`config.mk`:
```
export PLATFORM = sky130hd
export DESIGN_NAME = data_mem_responder_flat
export DESIGN_NICKNAME = d
export VERILOG_FILES = /design/src/rtl/data_mem_pkg.sv /design/src/rtl/data_mem_responder_if.sv /design/src/rtl/mem_lane_align.sv /design/src/rtl/data_mem_responder.sv /design/src/flat_wrapper.sv
export SDC_FILE = /design/constraint.sdc
export NUM_CORES = 1
export LEC_CHECK = 0
export BUFFER_PORTS_ARGS = -buffer_cell sky130_fd_sc_hd__buf_2
export CAP_MARGIN = 10
export CORE_UTILIZATION = 50
export DETAILED_ROUTE_END_ITERATION = 12
export GPL_TIMING_DRIVEN = 0
export PLACE_DENSITY = 0.75
export REMOVE_ABC_BUFFERS = 1
export SYNTH_ARGS = -nofsm -noshare
export SYNTH_HDL_FRONTEND = slang
export SYNTH_HIERARCHICAL = 1
export SYNTH_SLANG_ARGS = --single-unit
```
`constraint.sdc`:
```
create_clock -name CLK -period 16.5 [get_ports CLK]
set_clock_uncertainty 0.15 [all_clocks]
set_input_delay 2.475 -clock CLK [delete_from_list [all_inputs] [get_ports CLK]]
set_output_delay 2.475 -clock CLK [all_outputs]
set_load 0.02 [all_outputs]
```
`src/rtl/data_mem_pkg.sv`:
```
// Shared types and helpers for the data-memory responder.
//   mem_size_e    : access size encoding as carried on req_size
//   state_e       : responder FSM states
//   size_bytes    : number of bytes touched by an access of a given size
//   is_misaligned : natural-alignment check on the byte offset within a doubleword
package data_mem_pkg;

  localparam int unsigned XLEN_DEF   = 64;
  localparam int unsigned ADDR_W_DEF = 64;

  typedef enum logic [1:0] {
    SZ_B = 2'b00,
    SZ_H = 2'b01,
    SZ_W = 2'b10,
    SZ_D = 2'b11
  } mem_size_e;

  typedef enum logic [2:0] {
    ST_IDLE,
    ST_RD_ISSUE,
    ST_RD_WAIT,
    ST_WR,
    ST_RMW_ISSUE,
    ST_RMW_WAIT,
    ST_RMW_WR,
    ST_RESP
  } state_e;

  function automatic logic [3:0] size_bytes(input mem_size_e size);
    return 4'd1 << size;
  endfunction

  function automatic logic is_misaligned(input mem_size_e size, input logic [2:0] off);
    case (size)
      SZ_H:    return off[0] != 1'b0;
      SZ_W:    return off[1:0] != 2'b00;
      SZ_D:    return off != 3'b000;
      default: return 1'b0;
    endcase
  endfunction

endpackage

```
`src/rtl/data_mem_responder_if.sv`:
```
// Request/response bundle between the control FSM (master) and the
// data-memory responder (slave).
//   req_valid/req_write/req_size/req_unsigned/req_addr/req_wdata : request
//   req_ready                                                    : responder idle
//   resp_valid/resp_rdata/resp_misaligned                        : completion pulse
interface data_mem_responder_if #(
  parameter int unsigned XLEN   = 64,
  parameter int unsigned ADDR_W = 64
);
  logic              req_valid;
  logic              req_write;
  logic [1:0]        req_size;
  logic              req_unsigned;
  logic [ADDR_W-1:0] req_addr;
  logic [XLEN-1:0]   req_wdata;
  logic              req_ready;
  logic              resp_valid;
  logic [XLEN-1:0]   resp_rdata;
  logic              resp_misaligned;

  modport master (
    output req_valid, req_write, req_size, req_unsigned, req_addr, req_wdata,
    input  req_ready, resp_valid, resp_rdata, resp_misaligned
  );

  modport slave (
    input  req_valid, req_write, req_size, req_unsigned, req_addr, req_wdata,
    output req_ready, resp_valid, resp_rdata, resp_misaligned
  );
endinterface

```
`src/rtl/mem_lane_align.sv`:
```
// Combinational lane steering for the data-memory responder.
//   word     : RAM doubleword as read
//   off      : byte offset within the doubleword (little-endian)
//   size     : access size
//   uns      : zero-extend loads when set, sign-extend otherwise
//   wdata    : store data, low bytes used for sub-word stores
//   load_val : selected lane, extended to XLEN
//   merged   : word with bytes off..off+size-1 replaced from wdata
module mem_lane_align
  import data_mem_pkg::*;
#(
  parameter int unsigned XLEN = XLEN_DEF
) (
  input  logic [XLEN-1:0] word,
  input  logic [2:0]      off,
  input  mem_size_e       size,
  input  logic            uns,
  input  logic [XLEN-1:0] wdata,
  output logic [XLEN-1:0] load_val,
  output logic [XLEN-1:0] merged
);

  logic [XLEN-1:0] shifted;
  int unsigned     off_i;
  int unsigned     end_i;

  assign shifted = word >> {off, 3'b000};
  assign off_i   = 32'(off);
  assign end_i   = 32'(off) + 32'(size_bytes(size));

  always_comb begin
    load_val = shifted;
    case (size)
      SZ_B:    load_val = {{(XLEN-8){~uns & shifted[7]}},  shifted[7:0]};
      SZ_H:    load_val = {{(XLEN-16){~uns & shifted[15]}}, shifted[15:0]};
      SZ_W:    load_val = {{(XLEN-32){~uns & shifted[31]}}, shifted[31:0]};
      default: load_val = shifted;
    endcase
  end

  // Byte i of the RAM word takes wdata byte (i - off) when inside the access window.
  always_comb begin
    merged = word;
    for (int unsigned i = 0; i < XLEN / 8; i++) begin
      if (i >= off_i && i < end_i) begin
        merged[8*i +: 8] = wdata[8*(i - off_i) +: 8];
      end
    end
  end

endmodule

```
`src/rtl/data_mem_responder.sv`:
```
// Memory-side responder for the multicycle control unit's data strobes.
// Accepts one load/store at a time, drives a synchronous 64-bit RAM, and
// returns a single-cycle completion pulse.
//   CLK, RST   : clock, asynchronous active-high reset
//   bus        : request/response bundle (slave side)
//   mem_addr   : doubleword-aligned RAM address, 0 while idle
//   mem_wr     : RAM write enable, one cycle per store
//   mem_wdata  : RAM write data, 0 outside write states
//   mem_rdata  : RAM read data, valid the cycle after a read address
module data_mem_responder
  import data_mem_pkg::*;
#(
  parameter int unsigned XLEN   = XLEN_DEF,
  parameter int unsigned ADDR_W = ADDR_W_DEF
) (
  input  logic                    CLK,
  input  logic                    RST,
  data_mem_responder_if.slave     bus,
  output logic [ADDR_W-1:0]       mem_addr,
  output logic                    mem_wr,
  output logic [XLEN-1:0]         mem_wdata,
  input  logic [XLEN-1:0]         mem_rdata
);

  state_e            st, st_nxt;
  logic [ADDR_W-1:0] addr_q;
  mem_size_e         size_q;
  logic              write_q;
  logic              uns_q;
  logic [XLEN-1:0]   wdata_q;
  logic [XLEN-1:0]   rdata_q;
  logic [XLEN-1:0]   merged_q;
  logic              mis_q;

  mem_size_e         size_in;
  logic              accept;
  logic              mis_in;
  logic [XLEN-1:0]   load_val;
  logic [XLEN-1:0]   merged;

  assign size_in = mem_size_e'(bus.req_size);
  assign accept  = (st == ST_IDLE) && bus.req_valid;
  assign mis_in  = is_misaligned(size_in, bus.req_addr[2:0]);

  mem_lane_align #(.XLEN(XLEN)) u_align (
    .word     (mem_rdata),
    .off      (addr_q[2:0]),
    .size     (size_q),
    .uns      (uns_q),
    .wdata    (wdata_q),
    .load_val (load_val),
    .merged   (merged)
  );

  always_ff @(posedge CLK or posedge RST) begin
    if (RST) begin
      st <= ST_IDLE;
    end else begin
      st <= st_nxt;
    end
  end

  always_comb begin
    st_nxt = st;
    case (st)
      ST_IDLE: begin
        if (bus.req_valid) begin
          if (mis_in)              st_nxt = ST_RESP;
          else if (!bus.req_write) st_nxt = ST_RD_ISSUE;
          else if (size_in == SZ_D) st_nxt = ST_WR;
          else                     st_nxt = ST_RMW_ISSUE;
        end
      end
      ST_RD_ISSUE:  st_nxt = ST_RD_WAIT;
      ST_RD_WAIT:   st_nxt = ST_RESP;
      ST_WR:        st_nxt = ST_RESP;
      ST_RMW_ISSUE: st_nxt = ST_RMW_WAIT;
      ST_RMW_WAIT:  st_nxt = ST_RMW_WR;
      ST_RMW_WR:    st_nxt = ST_RESP;
      ST_RESP:      st_nxt = ST_IDLE;
      default:      st_nxt = ST_IDLE;
    endcase
  end

  // Request latch plus response/merge registers. resp_rdata is cleared on
  // accept so stores and misaligned accesses report 0, and otherwise holds.
  always_ff @(posedge CLK or posedge RST) begin
    if (RST) begin
      addr_q   <= '0;
      size_q   <= SZ_B;
      write_q  <= 1'b0;
      uns_q    <= 1'b0;
      wdata_q  <= '0;
      rdata_q  <= '0;
      merged_q <= '0;
      mis_q    <= 1'b0;
    end else begin
      if (accept) begin
        addr_q  <= bus.req_addr;
        size_q  <= size_in;
        write_q <= bus.req_write;
        uns_q   <= bus.req_unsigned;
        wdata_q <= bus.req_wdata;
        rdata_q <= '0;
        mis_q   <= mis_in;
      end
      if (st == ST_RD_WAIT)  rdata_q  <= load_val;
      if (st == ST_RMW_WAIT) merged_q <= merged;
    end
  end

  always_comb begin
    bus.req_ready       = 1'b0;
    bus.resp_valid      = 1'b0;
    bus.resp_misaligned = 1'b0;
    bus.resp_rdata      = rdata_q;
    mem_addr            = {addr_q[ADDR_W-1:3], 3'b000};
    mem_wr              = 1'b0;
    mem_wdata           = '0;
    case (st)
      ST_IDLE: begin
        bus.req_ready = 1'b1;
        mem_addr      = '0;
      end
      ST_WR: begin
        mem_wr    = 1'b1;
        mem_wdata = wdata_q;
      end
      ST_RMW_WR: begin
        mem_wr    = 1'b1;
        mem_wdata = merged_q;
      end
      ST_RESP: begin
        bus.resp_valid      = 1'b1;
        bus.resp_misaligned = mis_q;
      end
      default: ;
    endcase
  end

  logic unused_write_q;
  assign unused_write_q = write_q;

endmodule

```
`src/flat_wrapper.sv`:
```
// flat-port wrapper written by rule: the top's interface ports become plain ports
module data_mem_responder_flat import data_mem_pkg::*;
#(
  parameter int unsigned XLEN   = XLEN_DEF,
  parameter int unsigned ADDR_W = ADDR_W_DEF
)
  (CLK, RST, mem_addr, mem_wr, mem_wdata, mem_rdata, bus_req_valid, bus_req_write, bus_req_size, bus_req_unsigned, bus_req_addr, bus_req_wdata, bus_req_ready, bus_resp_valid, bus_resp_rdata, bus_resp_misaligned);
  data_mem_responder_if #(.XLEN(XLEN), .ADDR_W(ADDR_W)) bus_i ();
  input  logic CLK;
  input  logic RST;
  output logic [ADDR_W-1:0] mem_addr;
  output logic mem_wr;
  output logic [XLEN-1:0] mem_wdata;
  input  logic [XLEN-1:0] mem_rdata;
  input wire logic [$bits(bus_i.req_valid)-1:0] bus_req_valid;
  input wire logic [$bits(bus_i.req_write)-1:0] bus_req_write;
  input wire logic [$bits(bus_i.req_size)-1:0] bus_req_size;
  input wire logic [$bits(bus_i.req_unsigned)-1:0] bus_req_unsigned;
  input wire logic [$bits(bus_i.req_addr)-1:0] bus_req_addr;
  input wire logic [$bits(bus_i.req_wdata)-1:0] bus_req_wdata;
  output wire logic [$bits(bus_i.req_ready)-1:0] bus_req_ready;
  output wire logic [$bits(bus_i.resp_valid)-1:0] bus_resp_valid;
  output wire logic [$bits(bus_i.resp_rdata)-1:0] bus_resp_rdata;
  output wire logic [$bits(bus_i.resp_misaligned)-1:0] bus_resp_misaligned;
  assign bus_i.req_valid = bus_req_valid;
  assign bus_i.req_write = bus_req_write;
  assign bus_i.req_size = bus_req_size;
  assign bus_i.req_unsigned = bus_req_unsigned;
  assign bus_i.req_addr = bus_req_addr;
  assign bus_i.req_wdata = bus_req_wdata;
  assign bus_req_ready = bus_i.req_ready;
  assign bus_resp_valid = bus_i.resp_valid;
  assign bus_resp_rdata = bus_i.resp_rdata;
  assign bus_resp_misaligned = bus_i.resp_misaligned;
  data_mem_responder #(.XLEN(XLEN), .ADDR_W(ADDR_W)) u_core (.CLK(CLK), .RST(RST), .bus(bus_i), .mem_addr(mem_addr), .mem_wr(mem_wr), .mem_wdata(mem_wdata), .mem_rdata(mem_rdata));
endmodule
```
==> impl_metrics.toml, run 1 <==
[run_status]
status = "finished, final reports clean"

[clock_network]
clockRootBuffer = "clkbuf_16"
h-tree-depth = 1
clock_latency_ps = 590
clk_path_buf_depth = 3
clk_pin_slew_ps = 60
holdBufCountCts = 0
cts_resized = 0
cts_tree = "built"
post_cts.repair.setup_buffers = 0
clock-sinks = 263
cts_buffers = 31

[finish]
area_growth_pct = 19.9
final_area_sq_um = 20700
nFillCells = 2764
fin_nets = 2084
drive_gt1_share_pct = 46.9
multi_input_area_sq_um = 10000
regArea_sq_um = 6590
final_util_pct = 61.3

[sta]
hold_violations = 0
min_period_ps = 5430
setup_tns_ps = 0
fmax_mhz = 184
drv_slew = 0
rsz0062_at_grt = "no"
min_period_over_period_pct = 32.9
relSlewSlack_pct = 15.6
setup_viol = 0
setup_ws_ps = 11070
tightest_slew_ps = 1270

[critical_path]
crit_type = "flip-flop to flip-flop"
crit_chain = "nor2_1 -> ha_1 -> ha_1 -> nor4_1 -> a211oi_4 -> buf_16 -> o31a_1 -> mux2_2 -> mux2_2"
end_kind = "flip-flop"
reg2reg_slack_ps = 11070
slowest_delay_ps = 990
cp.arrival_ps = 5750
slowest_stage = "nor2_1"
required_ps = 16820
start_kind = "flip-flop"
crit_fanout = 29

[route]
routedWlPerCell_um = 23.8
firstDrtPassIters = 5
drt-total-wl_mm = 55.7
postRouteAntennaNets = 0
drtIter0Drc = 1211
via_per_inst = 6.15
vias = 14400
drc = 0

[grt]
antenna_found_initial = 3
grt_max_degree = 120
grt_pass1_vias = 14500
grt_pass1_wl_mm = 85.5
grt_usage_pct = 31.6
grt.overflow.total = 0

[placed_design]
gp_congestion = 0.873
placed_area_sq_um = 19700
dp_hpwl_mm = 38.0
dp_slack_ps = 11220
port_buffers = 391

[synthesis]
yosys_register_bits = 263
syn_inst = 1544
avgSynthCellArea_sq_um = 11.2
synth_edf_count = 0
ys_warn_count = 6
synth_top_area_share_pct = 38.1
synthFlopType = "dfrtp_1"
synth.area.top_cells = "dfrtp_1 38%, mux2_2 13%, mux4_2 12%, mux2_4 5.6%, nand2_1 4.9%"
synth_cell_type_count = 63
syn-cell-area_sq_um = 17300
synthArstFlopShare_pct = 100
synth-seq-area-share_pct = 38.1
synth_area_leader_cell = "dfrtp_1"

[die]
fp.coreArea_sq_um = 33800
die_x_um = 188
rows = 67
initial_core_util_pct = 51.2
ios = 395
die_y_um = 188
dieArea_sq_um = 35300

[min_path]
hold_path.class = "flip-flop to flip-flop"

[job]
maxCapViolCount = 0

[pwr]
power.total_mw = 5.15
pwr_density_cell_nw_per_um2 = 249
total_leakage_power_nw = 10.0
ir_drop_uv = 143
-- kinds of logic after synthesis --
kind of cell | count (synthesis) | share of synthesized area, %
xor+xnor | 3 | 0.152
buf+inv | 141 | 4.41
simple gates | 434 | 11.5
mux | 429 | 34.6
flops | 263 | 38.1
fa+ha+maj | 16 | 1.14
other cells | 1 | 0.0217
compound gates | 257 | 10.1
-- layout make-up --
class | instances | share of cell area [%]
Multi-Input combinational cell | 1142 | 48.3
Clock inverter | 8 | 0.398
Tap cell | 448 | 2.70
Clock buffer | 46 | 4.30
Inverter | 12 | 0.254
Sequential cell | 263 | 31.8
Timing Repair Buffer | 420 | 12.2
Antenna cell | 3 | 0.0362
-- report_power, final --
part,switching [mW],internal (mW)
combinational,1.69,1.49
clock,0.277,0.387
sequential,0.362,0.948
total,2.32,2.83
-- synthesized netlist by cell type (2+ instances only) --
cell	instances
buf_2	41
xor2_1	2
nor2b_1	64
ha_1	15
o2bb2ai_1	3
nand2_2	30
buf_6	16
nand2b_1	3
nor4_1	2
mux2_4	64
or3_1	2
nand2_1	227
a21oi_2	2
buf_1	15
o21a_1	2
mux2_1	2
nor2_1	69
and3_1	8
and2_1	7
a211oi_1	9
a31oi_1	11
buf_4	12
mux4_2	89
a21o_1	17
o22ai_1	3
o21ai_0	94
a21oi_1	34
a22o_1	64
or2_2	7
inv_1	12
clkbuf_1	44
o311ai_0	2
nand3_1	7
mux2_2	207
nor3_1	2
mux2i_1	67
dfrtp_1	263
-- through the flow --
stage,cells,hold slack [ps]
after floorplan,1417,292
after global placement,2256,310
after detailed placement,2284,323
after CTS,2338,336
after global routing,2342,363
final,2342,347
-- routing by layer --
metal	vias to the layer above	part of all wire, %	GRT usage [%]	routed length, um
li1	6251	-	-	-
met1	7157	39	40.7	21500
met2	812	46	48.9	25500
met3	191	9.3	7.11	5200
met4	0	6.2	18.3	3420
met5	-	0	0	0
-- sequential cells by signal, summed over array words and instances (netlist names) --
signal,flops
u_core/wdata_q,64
u_core/mis_q,1
u_core/uns_q,1
u_core/bus.resp_rdata,64
u_core/merged_q,64
u_core/st,3
u_core/addr_q,64
u_core/size_q,2
-- layout by cell type, fill, tap and decap left out, types with 7 or more instances in the layout --
cell type and instances:
mux2_2 207, buf_6 10, and3_1 8, mux2i_1 67
a31oi_1 11, or2_2 7, nor2_1 66, clkbuf_1 9
nor2b_1 64, a211oi_1 9, inv_1 11, o21ai_0 94
mux4_2 89, buf_2 391, clkbuf_16 31, buf_16 12
mux2_4 64, ha_1 14, a21oi_1 33, nand3_1 7
a22o_1 64, nand2_1 227, a21o_1 17, nand2_2 30
dfrtp_1 260
-- worst max-delay path: cells and delay by family, from the launching register on --
| family | cells | cell delay (ps) |
|---|---|---|
| multiplexers | 2 | 690 |
| adder cells (fa/ha/maj) | 2 | 720 |
| buffers and inverters | 1 | 240 |
| flip-flops | 1 | 840 |
| AND/OR/NAND/NOR | 2 | 1120 |
| AO/OA/AOI/OAI | 2 | 1540 |
-- path summary, 6_finish.rpt --
| check | start | to | depth (start not counted) |
|---|---|---|---|
| worst min register to register | u_core/mis_q$_DFFE_PP0P_ | u_core/mis_q$_DFFE_PP0P_ | 2 |
| worst max-delay path | u_core/size_q[1]$_DFFE_PP0P_ | u_core/merged_q[13]$_DFFE_PP0P_ | 9 |
| max in group asynchronous | RST | u_core/wdata_q[40]$_DFFE_PP0P_ | 3 |
| min in group asynchronous | RST | u_core/addr_q[58]$_DFFE_PP0P_ | 2 |
| worst max register to register | u_core/size_q[1]$_DFFE_PP0P_ | u_core/merged_q[13]$_DFFE_PP0P_ | 9 |
| worst min-delay path | u_core/mis_q$_DFFE_PP0P_ | u_core/mis_q$_DFFE_PP0P_ | 2 |
Power figures use the tool's default switching activity.
==> run 2: changes to the inputs <==
clock period = 5 ns   (was 16.5 ns; I/O delays follow)
==> run 2 against run 1 <==
Against the previous run:
- cell area increased by 0.27%
- hold slack got worse by 110 ps
- count of clock-buffer cells in the layout unchanged
- combinational power increased to 3.3 times the previous value
- die area unchanged
- routed wire length increased by 0.97%
==> impl_metrics.toml, run 2 (same netlist as run 1, synthesis figures left out) <==
[grt]
grt_usage_pct = 31.8
grtUsageMet2_pct = 49.2
grtUsageMet3_pct = 7.11
grtUsageMet1_pct = 40.9
top_usage_layer = "met2"
grt_pass1_wl_mm = 85.9
grt_max_degree = 120
antenna_found_initial = 4
grt.overflow.total = 0
grt_pass1_vias = 14600

[finish]
nFillCells = 2761
regArea_sq_um = 6590
layout_commonest_cell = "buf_2"
final_area_sq_um = 20800
final_util_pct = 61.5
area_growth_pct = 20.2
post_layout_nonfiller_instances = 2349
drive_gt1_share_pct = 47.1
fin_nets = 2089
layout_common_cells = "391 x buf_2, 260 x dfrtp_1, 227 x nand2_1, 207 x mux2_2, 94 x o21ai_0"
multi_input_area_sq_um = 10000

[sta]
fmax_mhz = 209
rsz0062_at_grt = "no"
min_period_ps = 4790
setup_viol = 0
min_period_over_period_pct = 95.8
relSlewSlack_pct = 14.0
tightest_slew_ps = 1290
setup_ws_ps = 211
hold_violations = 0
drv_slew = 0

[run_status]
status = "finished, final reports clean"

[clock_network]
cts_tree = "built"
clk_path_buf_depth = 3
clock-sinks = 263
cts_buffers = 31
clock_latency_ps = 590
clk_pin_slew_ps = 60
h-tree-depth = 1
clockRootBuffer = "clkbuf_16"

[critical_path]
slowest_delay_ps = 920
cp_common_cell = "mux2_2"
crit_type = "flip-flop to flip-flop"
slowest_stage = "dfrtp_4"
crit_chain = "clkinvlp_4 -> xnor2_1 -> ha_1 -> nor4_1 -> a211oi_4 -> buf_16 -> o31a_2 -> mux2_2 -> mux2_2"
cp.arrival_ps = 5120
start_kind = "flip-flop"
required_ps = 5330
end_kind = "flip-flop"
crit_fanout = 45

[route]
routedWlPerCell_um = 23.9
vias = 14500
via_per_inst = 6.16
firstDrtPassIters = 5
drt-total-wl_mm = 56.2
drc = 0
postRouteAntennaNets = 0
drtIter0Drc = 1225

[die]
dieArea_sq_um = 35300
initial_core_util_pct = 51.2
rows = 67
die_x_um = 188
die_y_um = 188
fp.coreArea_sq_um = 33800
ios = 395

[min_path]
hold_path.class = "primary input to flip-flop"

[pwr]
pwr_density_cell_nw_per_um2 = 824
power.total_mw = 17.1
ir_drop_uv = 423
total_leakage_power_nw = 10.0

[placed_design]
port_buffers = 391
dp_slack_ps = -284
placed_area_sq_um = 19700
dp_cells = 2284
dp_hpwl_mm = 38.0
gp_congestion = 0.873

[job]
maxCapViolCount = 0
-- run 2: area by class of cell --
type	count	area share [%]
multi-input combinational	1142	48.2
tap	448	2.70
clock inverter	8	0.397
timing repair buffer	424	12.3
inverter	12	0.271
antenna	5	0.0602
sequential	263	31.7
timing repair inverter	1	0.0241
clock buffer	46	4.29
-- run 2: where the power goes --
| group | total, mW | internal [mW] | switching [mW] |
|---|---|---|---|
| Clock | 2.19 | 1.28 | 0.918 |
| Combinational | 10.6 | 4.98 | 5.60 |
| Sequential | 4.34 | 3.13 | 1.21 |
| Total | 17.1 | 9.38 | 7.73 |
-- run 2: routing by layer --
layer | up-vias | wire length [um]
met3 | 185 | 5170
met1 | 7190 | 21800
li1 | 6265 | -
met2 | 821 | 25800
met4 | 0 | 3410
met5 | - | 0
-- run 2: metrics by stage --
stage | hold WS [ps] | TNS [ps]
5_1_grt | 219 | 0
4_1_cts | 212 | 0
6_report | 233 | 0
3_5_place_dp | 323 | -3550
3_3_place_gp | 310 | -2921500
2_1_floorplan | 292 | -1296560
-- run 2: what timing repair did --
action,4_1_cts,5_1_grt
hold buffers,1,0
resized for setup,4,0
hold endpoints to repair,5,0
setup buffers,3,0
endpoints found under the setup margin,16,0
-- run 2: critical path, delay by kind of cell, from the launching register on --
kind | cells | cell delay, ps
DFF | 1 | 920
adders and majority gates | 1 | 310
xor gates and xnor gates | 1 | 320
buffers and inverters | 2 | 880
and+or+nand+nor | 1 | 130
muxes | 2 | 670
AOI/OAI and AO/OA | 2 | 1250
-- run 2: final timing paths --
| check | start | endpoint | slack [ps] | cells past startpoint |
|---|---|---|---|---|
| setup / recovery | u_core/addr_q[1]$_DFFE_PP0P_ | u_core/merged_q[13]$_DFFE_PP0P_ | 210 | 9 |
| hold / removal | bus_req_wdata[26] | u_core/wdata_q[26]$_DFFE_PP0P_ | 230 | 2 |
| setup reg to reg | u_core/addr_q[1]$_DFFE_PP0P_ | u_core/merged_q[13]$_DFFE_PP0P_ | 210 | 9 |
| hold reg to reg | u_core/mis_q$_DFFE_PP0P_ | u_core/mis_q$_DFFE_PP0P_ | 350 | 2 |
| max in group asynchronous | RST | u_core/wdata_q[40]$_DFFE_PP0P_ | 3170 | 4 |
| min in group asynchronous | RST | u_core/addr_q[58]$_DFFE_PP0P_ | 570 | 3 |
